**src/rtl/mem_copy_pkg.sv**
```systemverilog
// Shared types and constants for the SRAM copy/fill initiator.
// Optional fill mode is enabled by defining MEM_COPY_INITIATOR_FILL_EN.
package mem_copy_pkg;

  localparam int          WORD_W = 32;
  localparam logic [3:0]  BE_ALL = 4'hF;

  typedef enum logic [2:0] {
    ST_IDLE  = 3'd0,
    ST_READ  = 3'd1,
    ST_WRITE = 3'd2,
`ifdef MEM_COPY_INITIATOR_FILL_EN
    ST_FILL  = 3'd3,
`endif
    ST_DONE  = 3'd4
  } state_e;

  typedef enum logic {
    MODE_COPY = 1'b0,
    MODE_FILL = 1'b1
  } mode_e;

endpackage

```
**src/rtl/mem_copy_range_check.sv**
```systemverilog
// Flags a block [base, base+len) that runs past the end of the memory.
module mem_copy_range_check #(
  parameter  int NumWords  = 1024,
  localparam int AddrWidth = (NumWords <= 1) ? 1 : $clog2(NumWords),
  localparam int LenWidth  = AddrWidth + 1
) (
  input  logic [AddrWidth-1:0] base_i,
  input  logic [LenWidth-1:0]  len_i,
  output logic                 err_o
);

  // One extra bit over the length width so base+len can never wrap.
  logic [LenWidth:0] end_addr;

  assign end_addr = (LenWidth+1)'(base_i) + (LenWidth+1)'(len_i);
  assign err_o    = end_addr > (LenWidth+1)'(NumWords);

endmodule

```
**src/rtl/mem_copy_initiator.sv**
```systemverilog
// Autonomous word copy (and optional fill) engine on a single-port SRAM port.
// Define MEM_COPY_INITIATOR_FILL_EN to add fill mode and the FILL state.
module mem_copy_initiator
  import mem_copy_pkg::*;
#(
  parameter  int NumWords  = 1024,
  localparam int AddrWidth = (NumWords <= 1) ? 1 : $clog2(NumWords),
  localparam int LenWidth  = AddrWidth + 1
) (
  input  logic                 clk_i,
  input  logic                 rst_i,
  input  logic                 start_i,
  input  logic [AddrWidth-1:0] src_i,
  input  logic [AddrWidth-1:0] dst_i,
  input  logic [LenWidth-1:0]  len_i,
  input  logic                 mode_i,
  input  logic [WORD_W-1:0]    pattern_i,
  input  logic                 abort_i,
  output logic                 busy_o,
  output logic                 done_o,
  output logic                 err_o,
  output logic                 req_o,
  output logic                 we_o,
  output logic [AddrWidth-1:0] addr_o,
  output logic [WORD_W-1:0]    wdata_o,
  output logic [3:0]           be_o,
  input  logic [WORD_W-1:0]    rdata_i
);

  state_e               state_q, state_d;
  logic [AddrWidth-1:0] src_q, dst_q;
  logic [LenWidth-1:0]  cnt_q;
  logic                 err_q;
  logic                 src_err, dst_err, range_err;
  logic                 cmd_fill, len_zero, load, step, last;

`ifdef MEM_COPY_INITIATOR_FILL_EN
  logic [WORD_W-1:0]    pattern_q;

  assign cmd_fill = (mode_i == MODE_FILL);
  assign step     = (state_q == ST_WRITE) || (state_q == ST_FILL);
`else
  logic                 unused_cfg;

  assign unused_cfg = ^{mode_i, pattern_i};
  assign cmd_fill   = 1'b0;
  assign step       = (state_q == ST_WRITE);
`endif

  mem_copy_range_check #(.NumWords(NumWords)) u_src_check (
    .base_i (src_i),
    .len_i  (len_i),
    .err_o  (src_err)
  );

  mem_copy_range_check #(.NumWords(NumWords)) u_dst_check (
    .base_i (dst_i),
    .len_i  (len_i),
    .err_o  (dst_err)
  );

  // A fill never reads, so only the destination range matters for it.
  assign range_err = cmd_fill ? dst_err : (src_err | dst_err);
  assign len_zero  = (len_i == '0);
  assign load      = (state_q == ST_IDLE) && start_i;
  assign last      = (cnt_q == LenWidth'(1));

  always_ff @(posedge clk_i or posedge rst_i) begin
    if (rst_i) begin
      state_q <= ST_IDLE;
      cnt_q   <= '0;
      err_q   <= 1'b0;
    end else begin
      state_q <= state_d;
      if (load) begin
        cnt_q <= len_i;
        err_q <= range_err;
      end else if (step) begin
        cnt_q <= cnt_q - LenWidth'(1);
      end
    end
  end

  always_ff @(posedge clk_i) begin
    if (load) begin
      src_q <= src_i;
      dst_q <= dst_i;
    end else if (step) begin
      src_q <= src_q + AddrWidth'(1);
      dst_q <= dst_q + AddrWidth'(1);
    end
  end

`ifdef MEM_COPY_INITIATOR_FILL_EN
  always_ff @(posedge clk_i) begin
    if (load) begin
      pattern_q <= pattern_i;
    end
  end
`endif

  always_comb begin
    state_d = state_q;
    busy_o  = 1'b1;
    done_o  = 1'b0;
    err_o   = 1'b0;
    req_o   = 1'b0;
    we_o    = 1'b0;
    addr_o  = '0;
    wdata_o = '0;
    be_o    = 4'h0;
    unique case (state_q)
      ST_IDLE: begin
        busy_o = 1'b0;
        if (start_i) begin
          if (len_zero || range_err) begin
            state_d = ST_DONE;
          end
`ifdef MEM_COPY_INITIATOR_FILL_EN
          else if (cmd_fill) begin
            state_d = ST_FILL;
          end
`endif
          else begin
            state_d = ST_READ;
          end
        end
      end
      ST_READ: begin
        // An abort here suppresses the read request in the same cycle.
        if (abort_i) begin
          state_d = ST_DONE;
        end else begin
          req_o   = 1'b1;
          addr_o  = src_q;
          state_d = ST_WRITE;
        end
      end
      ST_WRITE: begin
        req_o   = 1'b1;
        we_o    = 1'b1;
        addr_o  = dst_q;
        wdata_o = rdata_i;
        be_o    = BE_ALL;
        state_d = (abort_i || last) ? ST_DONE : ST_READ;
      end
`ifdef MEM_COPY_INITIATOR_FILL_EN
      ST_FILL: begin
        req_o   = 1'b1;
        we_o    = 1'b1;
        addr_o  = dst_q;
        wdata_o = pattern_q;
        be_o    = BE_ALL;
        state_d = (abort_i || last) ? ST_DONE : ST_FILL;
      end
`endif
      ST_DONE: begin
        done_o  = 1'b1;
        err_o   = err_q;
        state_d = ST_IDLE;
      end
      default: begin
        busy_o  = 1'b0;
        state_d = ST_IDLE;
      end
    endcase
  end

endmodule

```
**config.mk**
```make
export PLATFORM = sky130hd
export DESIGN_NAME = mem_copy_initiator
export DESIGN_NICKNAME = d
export VERILOG_FILES = /design/src/rtl/mem_copy_pkg.sv /design/src/rtl/mem_copy_range_check.sv /design/src/rtl/mem_copy_initiator.sv
export SDC_FILE = /design/constraint.sdc
export NUM_CORES = 1
export LEC_CHECK = 0
export CAP_MARGIN = 25
export CORE_UTILIZATION = 43
export CTS_BUF_LIST = sky130_fd_sc_hd__clkbuf_8
export CTS_CLUSTER_DIAMETER = 200
export CTS_CLUSTER_SIZE = 40
export DETAILED_ROUTE_END_ITERATION = 8
export PLACE_DENSITY = 0.84
export SKIP_LAST_GASP = 1
export SYNTH_ARGS = -nofsm -noshare
export SYNTH_HDL_FRONTEND = slang
export SYNTH_SLANG_ARGS = --single-unit
```
**constraint.sdc**
```tcl
create_clock -name clk_i -period 3.4 [get_ports clk_i]
set_clock_uncertainty 0.15 [all_clocks]
set_input_delay 0.34 -clock clk_i [delete_from_list [all_inputs] [get_ports clk_i]]
set_output_delay 0.34 -clock clk_i [all_outputs]
set_load 0.005 [all_outputs]
```
==> flow_summary_export.csv, run 1 <==
group,metric,value,unit
outcome,status,"complete, no violations",
place,post-place-ws,-0.424,ns
clock_network,worstSkewPairLatency,0.29,ns
clock_network,cts-htree-levels,2,
power_and_ir_drop,leakage,2.04,nW
timing,relSlewSlack,0.611,
synth,syn_avg_cell_area,8.29,µm²
synth,synth.net_count,523,
timing,hold_viol,0,
synth,synth_area_leader_cell,"edfxtp_1",
route,drt-total-wl,10100,µm
timing,layout_min_cycle_time,3.31,ns
global_route,grt_pass1_wl,15400,µm
synth,synthArstFlopShare,0.429,
finish,n_fill_cell,548,
timing,maxSlewViolCount,0,
timing,fin_ws,0.0943,ns
timing,fmax,303,MHz
synth,synth_warnings,0,
timing,fin_setup_tns,0,ns
global_route,grt_util_all_layers,0.256,
place,hpwl,8050,µm
finish,final_common_cell,"clkdlybuf4s50_1",
critical_path,timing.rr.start,"state_q[1]$_DFFE_PP0P_",
clock_network,cts_tree,"yes",
worst_hold_path,min_path_type,"input port to async pin",
global_route,grt_max_degree,50,
route,via_per_inst,5.60,
critical_path,worstSetupPathType,"input port to flip-flop",
synth,syn_area,3290,µm²
synth,ys_types,59,
clock_network,path_clk_slew,0.07,ns
route,wire_per_inst,15.5,µm
power_and_ir_drop,total_power,1.92,mW
clock_network,cts-root-buf,"clkbuf_8",
synth,synth-edff-count,20,
critical_path,cp_slowest_cell,"a2111oi_4",
global_route,grt_overflow_total,0,
critical_path,cp_num_buf_inv,2,
finish,multi_input_area,2240,µm²
die,num_rows,31,
critical_path,crit_chain,"clkdlybuf4s50_1, ha_1, inv_1, fa_1, nand4b_1, a2111oi_2, and3_1, o2111ai_2, a2111oi_4, a21oi_2, o31a_1",
die,start_util,0.449,
critical_path,end_kind,"flip-flop",
die,ios,151,
die,die_area,8010,µm²
place,port_buffers,117,
die,coreArea,7330,µm²
global_route,antenna_found_initial,0,
critical_path,worstSetupStartpoint,"src_i[0]",
finish,area_growth,53.5,%
critical_path,slowest_delay,0.52,ns
finish,seqCellArea,976,µm²
clock_network,cts_sinks,35,
critical_path,crit_path_max_fanout,3,
power_and_ir_drop,ir_drop,201,µV
synth,synth_seq_cells,35,
critical_path,cp-start-kind,"input port",
finish,drive_gt1_frac,0.136,
synth,synth_top_area_frac,0.183,
clock_network,cts_made_buffers,5,
route,drt_iter0_markers,340,
clock_network,clock_path_buffers,2,
critical_path,critical-path-top-delay-family,"compound AO/OA/AOI/OAI gates",
timing,max_slew.worst_pin.slew,0.583,ns
place,placed_cell_area,4850,µm²
route,drt-pass1-iter-count,5,
route,drcViolationCount,0,
place,gp_congestion,0.920,
route,via_count,3637,
finish,final_cell_area,5050,µm²
timing,fin_crit_sh,0.972,
route,detail-route-antenna-nets,0,
critical_path,cp.arrival,3.33,ns
finish,num_antenna_cells,0,
finish,fin_nets,675,
synth,seq_area_frac_synth,0.297,
finish,final_util,0.689,
power_and_ir_drop,powerDensity,381,nW/µm²
synth,synth_area_leaders,"edfxtp_1, dfrtp_1, ha_1",
synth,syn_inst,397,
critical_path,critPathRequiredTime,3.43,ns
die,die-height,89.5,µm
die,die-width,89.5,µm
finish,final_cell_mix,"clkdlybuf4s50_1, buf_4, nand2_1",
synth,synthFlopType,"edfxtp_1",
global_route,grt_pass1_vias,3276,
run,max_cap_violations,0,
timing,finalSetupViolations,0,
-- layer usage --
metal	track usage	wire, µm	vias up
met4	0.0606	147	0
met3	0.0305	785	16
met2	0.453	4760	188
met1	0.333	4360	1683
met5	0	0	-
li1	-	-	1750
-- flip-flops by register name (all words and copies together), names as in the netlist --
name and cells:
dst_q 10, state_q 3, err_q 1, src_q 10, cnt_q 11
-- cell usage after synthesis (4+ instances only) --
master,count
nand2_1,44
o21ai_0,37
and2_1,33
nor2_1,25
ha_1,24
edfxtp_1,20
inv_1,19
a21oi_1,18
nand3_1,16
dfrtp_1,15
xnor2_1,14
clkbuf_1,13
a22o_1,9
xor2_1,9
nor3_1,8
nand2b_1,7
nand4_1,5
nor2b_1,5
o31ai_1,5
a221o_1,4
buf_4,4
nand3b_1,4
o2111ai_1,4
or3_1,4
-- logic make-up after synthesis --
family | share of synthesized area
AND/OR/NAND/NOR | 0.254
AO/OA/AOI/OAI | 0.232
buffers and inverters | 0.0468
flip-flops | 0.297
adder cells (fa/ha/maj) | 0.103
XOR/XNOR | 0.0612
multiplexers | 0.00608
-- power by group --
part	total (mW)	switching [mW]	leakage [nW]	internal [mW]
Clock	0.386	0.148	0.0612	0.237
Combinational	0.806	0.408	1.60	0.399
Sequential	0.731	0.128	0.378	0.603
-- timing repair --
action,in CTS,in global routing
pin swaps,8,7
hold buffers,0,0
resized for setup,10,10
hold endpoints to repair,0,0
setup buffers,0,1
setup endpoints to repair,2,3
cloned,0,0
-- metrics by stage --
| step | cells | hold WS [ns] |
|---|---|---|
| after detailed placement | 640 | 0.342 |
| after CTS | 648 | 0.280 |
| after floorplan | 397 | 0.0915 |
| after global placement | 640 | 0.341 |
| after global routing | 649 | 0.291 |
| final | 649 | 0.253 |
-- worst paths after layout --
kind	end	slack [ns]	depth (start not counted)
worst max-delay path	state_q[2]$_DFFE_PP0P_	0.09	11
worst min-delay path	cnt_q[9]$_DFFE_PP0P_	0.25	2
worst max register to register	src_q[0]$_DFFE_PP_	0.92	7
worst min register to register	cnt_q[10]$_DFFE_PP0P_	0.36	2
max in group asynchronous	cnt_q[4]$_DFFE_PP0P_	2.46	2
min in group clk_i	dst_q[0]$_DFFE_PP_	0.27	3
-- layout make-up --
class	count	share of cell area
multi-input combinational	325	0.444
timing repair buffer	162	0.300
sequential	35	0.193
tap	99	0.0245
clock buffer	6	0.0164
inverter	20	0.0149
clock inverter	2	0.00694
Note: power is estimated with default switching activity, not from simulation.
==> inputs of run 2 (changes only) <==
- CORE_MARGIN: unset -> 2
==> flow_summary_export.csv, run 2 (synthesis results as in run 1) <==
group,metric,value,unit
outcome,status,"complete, no violations",
route,wire_per_inst,16.3,µm
route,drt_iter0_markers,282,
finish,final_common_cell,"clkdlybuf4s50_1",
critical_path,cp.arrival,3.23,ns
finish,area_growth,51.5,%
finish,largest_reg_flops,11,
global_route,grt_max_degree,50,
place,gp_congestion,0.912,
clock_network,cts_made_buffers,5,
clock_network,cts_tree,"yes",
route,via_per_inst,5.57,
die,die-height,91.5,µm
route,drt-pass1-iter-count,5,
timing,finalSetupViolations,0,
critical_path,worstSetupPathType,"input port to flip-flop",
die,ios,151,
clock_network,cts-root-buf,"clkbuf_8",
finish,num_antenna_cells,0,
global_route,grt_util_all_layers,0.252,
timing,fin_crit_sh,0.941,
place,hpwl,8450,µm
power_and_ir_drop,leakage,2.01,nW
place,placed_cell_area,4820,µm²
worst_hold_path,min_path_type,"input port to async pin",
finish,drive_gt1_frac,0.119,
clock_network,cts_sinks,35,
finish,final_cell_area,4990,µm²
timing,holdWs,0.255,ns
critical_path,timing.rr.start,"state_q[1]$_DFFE_PP0P_",
finish,fin_nets,670,
die,num_rows,31,
global_route,grt_pass1_vias,3449,
place,port_buffers,117,
clock_network,worstSkewPairLatency,0.29,ns
critical_path,rrSetupSlack,0.63,ns
timing,rsz0062_at_grt,"false",
timing,fin_setup_tns,0,ns
run,max_cap_violations,0,
finish,n_fill_cell,566,
critical_path,end_kind,"flip-flop",
timing,hold_viol,0,
global_route,grt_overflow_total,0,
die,start_util,0.449,
critical_path,r2r_end,"dst_q[0]$_DFFE_PP_",
route,detail-route-antenna-nets,0,
die,die_area,8370,µm²
critical_path,r2r_cells,8,
critical_path,crit_path_max_fanout,3,
power_and_ir_drop,ir_drop,219,µV
timing,max_slew.worst_pin.slew,0.602,ns
clock_network,clock_path_buffers,2,
timing,layout_min_cycle_time,3.20,ns
critical_path,cp-start-kind,"input port",
clock_network,cts_hold_buf,0,
die,coreArea,7330,µm²
timing,relSlewSlack,0.596,
timing,maxSlewViolCount,0,
finish,reg.largest.list,"cnt_q (11), dst_q (10), src_q (10)",
finish,regMostFlops,"cnt_q",
clock_network,cts_setup_buffers,0,
finish,final_util,0.680,
route,drcViolationCount,0,
die,die-width,91.5,µm
critical_path,worstSetupStartpoint,"len_i[4]",
global_route,grt_pass1_wl,16800,µm
route,via_count,3589,
clock_network,path_clk_slew,0.06,ns
finish,final_cell_mix,"clkdlybuf4s50_1, nand2_1, buf_4",
critical_path,critPathRequiredTime,3.42,ns
clock_network,cts-htree-levels,2,
global_route,antenna_found_initial,0,
timing,fmax,312,MHz
route,drt-total-wl,10500,µm
power_and_ir_drop,powerDensity,371,nW/µm²
## run 2: changes by cell type in the layout (fill, tap and decap cells not counted), sizes merged
cell / previous run / this run
buf: 45 / 40
bufinv: 1 / 0
dlygate4sd2: 1 / 0
dlymetal6s2s: 3 / 4
inv: 20 / 21
## run 2: final cells by class
| cell class | count | area, µm² | area share |
|---|---|---|---|
| multi-input combinational | 325 | 2240 | 0.449 |
| timing repair buffer | 157 | 1480 | 0.297 |
| sequential | 35 | 976 | 0.196 |
| tap | 99 | 124 | 0.0248 |
| clock buffer | 6 | 82.6 | 0.0166 |
| inverter | 20 | 75.1 | 0.0151 |
| clock inverter | 2 | 8.76 | 0.00176 |
## run 2: repair_timing
action / 4_1_cts / 5_1_grt
setup endpoints to repair: 1 / 3
gates resized for setup: 3 / 14
pin swaps: 0 / 10
## run 2: metrics by stage
step | total power, mW | worst slack [ns] | instances
2_1_floorplan | 1.17 | 0.367 | 397
6_report | 1.85 | 0.199 | 644
5_1_grt | 1.97 | 0.0698 | 644
3_5_place_dp | 1.52 | -0.337 | 636
3_3_place_gp | 1.48 | -0.291 | 636
4_1_cts | 1.83 | 0.00486 | 644
## run 2: layer usage
metal | wire length [µm] | global-route usage | up-vias | part of all wire
met1 | 4410 | 0.318 | 1658 | 0.42
li1 | - | - | 1739 | -
met4 | 160 | 0.0707 | 0 | 0.015
met3 | 945 | 0.0481 | 12 | 0.090
met2 | 5010 | 0.438 | 180 | 0.48
met5 | 0 | 0 | - | 0
## run 2: critical path: stages
cell	delay, ns
clkdlybuf4s50_1	0.51
ha_1	0.39
nor2b_1	0.09
a2111oi_4	0.32
o2111ai_2	0.15
a311o_1	0.28
or4_4	0.53
o31ai_4	0.22
o21ai_1	0.10
o31a_1	0.29
## run 2: how the worst max path moves through the flow
stage / depth (start not counted) / end
global route: 12 / state_q[2]$_DFFE_PP0P_
CTS: 12 / state_q[2]$_DFFE_PP0P_
floorplan: 11 / state_q[2]$_DFFE_PP0P_
finish: 10 / state_q[2]$_DFFE_PP0P_
global placement: 12 / state_q[2]$_DFFE_PP0P_
detailed placement: 12 / state_q[2]$_DFFE_PP0P_
## run 2: power breakdown
group	switching, mW	leakage, nW	internal, mW
Combinational	0.416	1.58	0.396
Clock	0.144	0.0524	0.160
Sequential	0.128	0.378	0.603
==> inputs of run 3 (changes only) <==
- CORE_MARGIN: 2 -> unset
- CORE_UTILIZATION: 43 -> 39
- CTS_CLUSTER_DIAMETER: 200 -> unset
- PLACE_DENSITY: 0.84 -> 0.8
- clock period: 3.4 -> 2.7 ns (I/O delays scaled with it)
==> flow_summary_export.csv, run 3 (synthesis results as in run 1) <==
group,metric,value,unit
power_and_ir_drop,ir_drop,237,µV
global_route,grt_pass1_wl,18000,µm
outcome,status,"finished, violations left",
clock_network,clock_path_buffers,2,
global_route,grt_pass1_vias,3711,
place,post-place-ws,-0.943,ns
critical_path,cp_slowest_cell,"clkdlybuf4s50_1",
finish,final_util,0.669,
critical_path,end_kind,"flip-flop",
timing,fin_ws,-0.0569,ns
clock_network,cts_hold_buf,0,
timing,relSlewSlack,0.610,
critical_path,crit_path_max_fanout,4,
die,die-width,93.9,µm
critical_path,cp_num_buf_inv,1,
power_and_ir_drop,powerDensity,455,nW/µm²
outcome,violations,"setup timing",
place,port_buffers,117,
timing,maxSlewViolCount,0,
run,max_cap_violations,0,
critical_path,slowest_delay,0.60,ns
timing,fmax,363,MHz
route,via_count,3856,
global_route,grt_util_all_layers,0.265,
clock_network,cts-htree-levels,2,
route,drt-pass1-iter-count,5,
timing,rsz0062_at_grt,"true",
critical_path,cp.arrival,2.79,ns
finish,reg.largest.list,"cnt_q (11), dst_q (10), src_q (10)",
timing,finalSetupViolations,3,
clock_network,worstSkewPairLatency,0.29,ns
finish,final_common_cell,"clkdlybuf4s50_1",
global_route,grt_overflow_total,0,
route,via_per_inst,5.67,
clock_network,cts_sinks,35,
timing,hold_viol,0,
finish,fin_nets,700,
route,detail-route-antenna-nets,0,
finish,num_antenna_cells,0,
die,coreArea,8180,µm²
die,ios,151,
critical_path,critical-path-top-delay-family,"compound AO/OA/AOI/OAI gates",
timing,max_slew.worst_pin.slew,0.584,ns
timing,holdWs,0.127,ns
power_and_ir_drop,leakage,2.22,nW
route,drt-total-wl,12200,µm
critical_path,cp-start-kind,"input port",
finish,final_cell_mix,"clkdlybuf4s50_1, buf_4, nand2_1",
place,hpwl,9000,µm
die,start_util,0.403,
die,num_rows,33,
finish,largest_reg_flops,11,
die,die-height,93.9,µm
global_route,grt_max_degree,50,
timing,layout_min_cycle_time,2.76,ns
critical_path,critPathRequiredTime,2.73,ns
critical_path,crit_chain,"clkdlybuf4s50_1, ha_4, nand2b_1, nand3_1, a211oi_2, o2111ai_4, a2111oi_4, a21oi_2, o31a_1",
clock_network,cts_made_buffers,5,
die,die_area,8810,µm²
finish,area_growth,66.1,%
place,gp_congestion,0.949,
route,drt_iter0_markers,403,
clock_network,cts-root-buf,"clkbuf_8",
route,drcViolationCount,0,
global_route,antenna_found_initial,0,
clock_network,cts_tree,"yes",
timing,fin_setup_tns,-0.0894,ns
worst_hold_path,min_path_type,"input port to flip-flop",
clock_network,path_clk_slew,0.08,ns
critical_path,worstSetupPathType,"input port to flip-flop",
finish,regMostFlops,"cnt_q",
finish,drive_gt1_frac,0.254,
timing,fin_crit_sh,1.02,
route,wire_per_inst,18.0,µm
run 3: what timing repair did:
item | CTS | global route
endpoints found under the setup margin | 4 | 12
endpoints found under the hold margin | 0 | 0
pin swaps | 22 | 27
setup buffers | 4 | 4
resized for setup | 65 | 59
run 3: metal layers:
metal  up-vias  GRT usage  part of all wire
met2       235      0.477              0.49
li1       1804          -                 -
met5         -          0                 0
met1      1782      0.314              0.38
met4         0      0.109             0.038
met3        35     0.0340             0.088
run 3: per-stage QoR:
step	std cells	total power, mW	cell area [µm²]
floorplan	397	1.48	3330
global placement	664	1.92	5040
detailed placement	664	1.96	5040
CTS	676	2.38	5270
global route	680	2.62	5470
finish	680	2.49	5470
run 3: final timing paths:
path                                        startpoint                      to  slack [ns]  depth (start not counted)
worst max-delay path                          src_i[5]  state_q[2]$_DFFE_PP0P_       -0.06                          9
worst min-delay path                          src_i[0]      src_q[0]$_DFFE_PP_        0.13                          3
worst max register to register  state_q[0]$_DFFE_PP0P_      dst_q[3]$_DFFE_PP_        0.57                          6
worst min register to register   cnt_q[10]$_DFFE_PP0P_   cnt_q[10]$_DFFE_PP0P_        0.37                          2
max in group asynchronous                        rst_i  state_q[1]$_DFFE_PP0P_        1.80                          2
min in group asynchronous                        rst_i    cnt_q[4]$_DFFE_PP0P_        0.18                          2
run 3: cell type report:
cell class | count | area (µm²)
clock buffers | 5 | 68.8
multi-input cells | 325 | 2520
clock inverters | 3 | 21.3
flip-flops and latches | 35 | 977
repair buffers | 187 | 1680
inverters | 20 | 75.1
fillers | 625 | 2710
well taps | 105 | 131
run 3: tightest hold or removal path, cell delays in order:
cell and delay, ns:
buf_6 0.08, nand2_1 0.05, o21ai_0 0.06
run 3: power by group:
part / total (mW) / internal [mW] / switching [mW] / leakage, nW
sequential: 0.904 / 0.759 / 0.145 / 0.376
combinational: 1.19 / 0.573 / 0.614 / 1.80
clock: 0.395 / 0.186 / 0.209 / 0.0494
total: 2.49 / 1.52 / 0.968 / 2.22
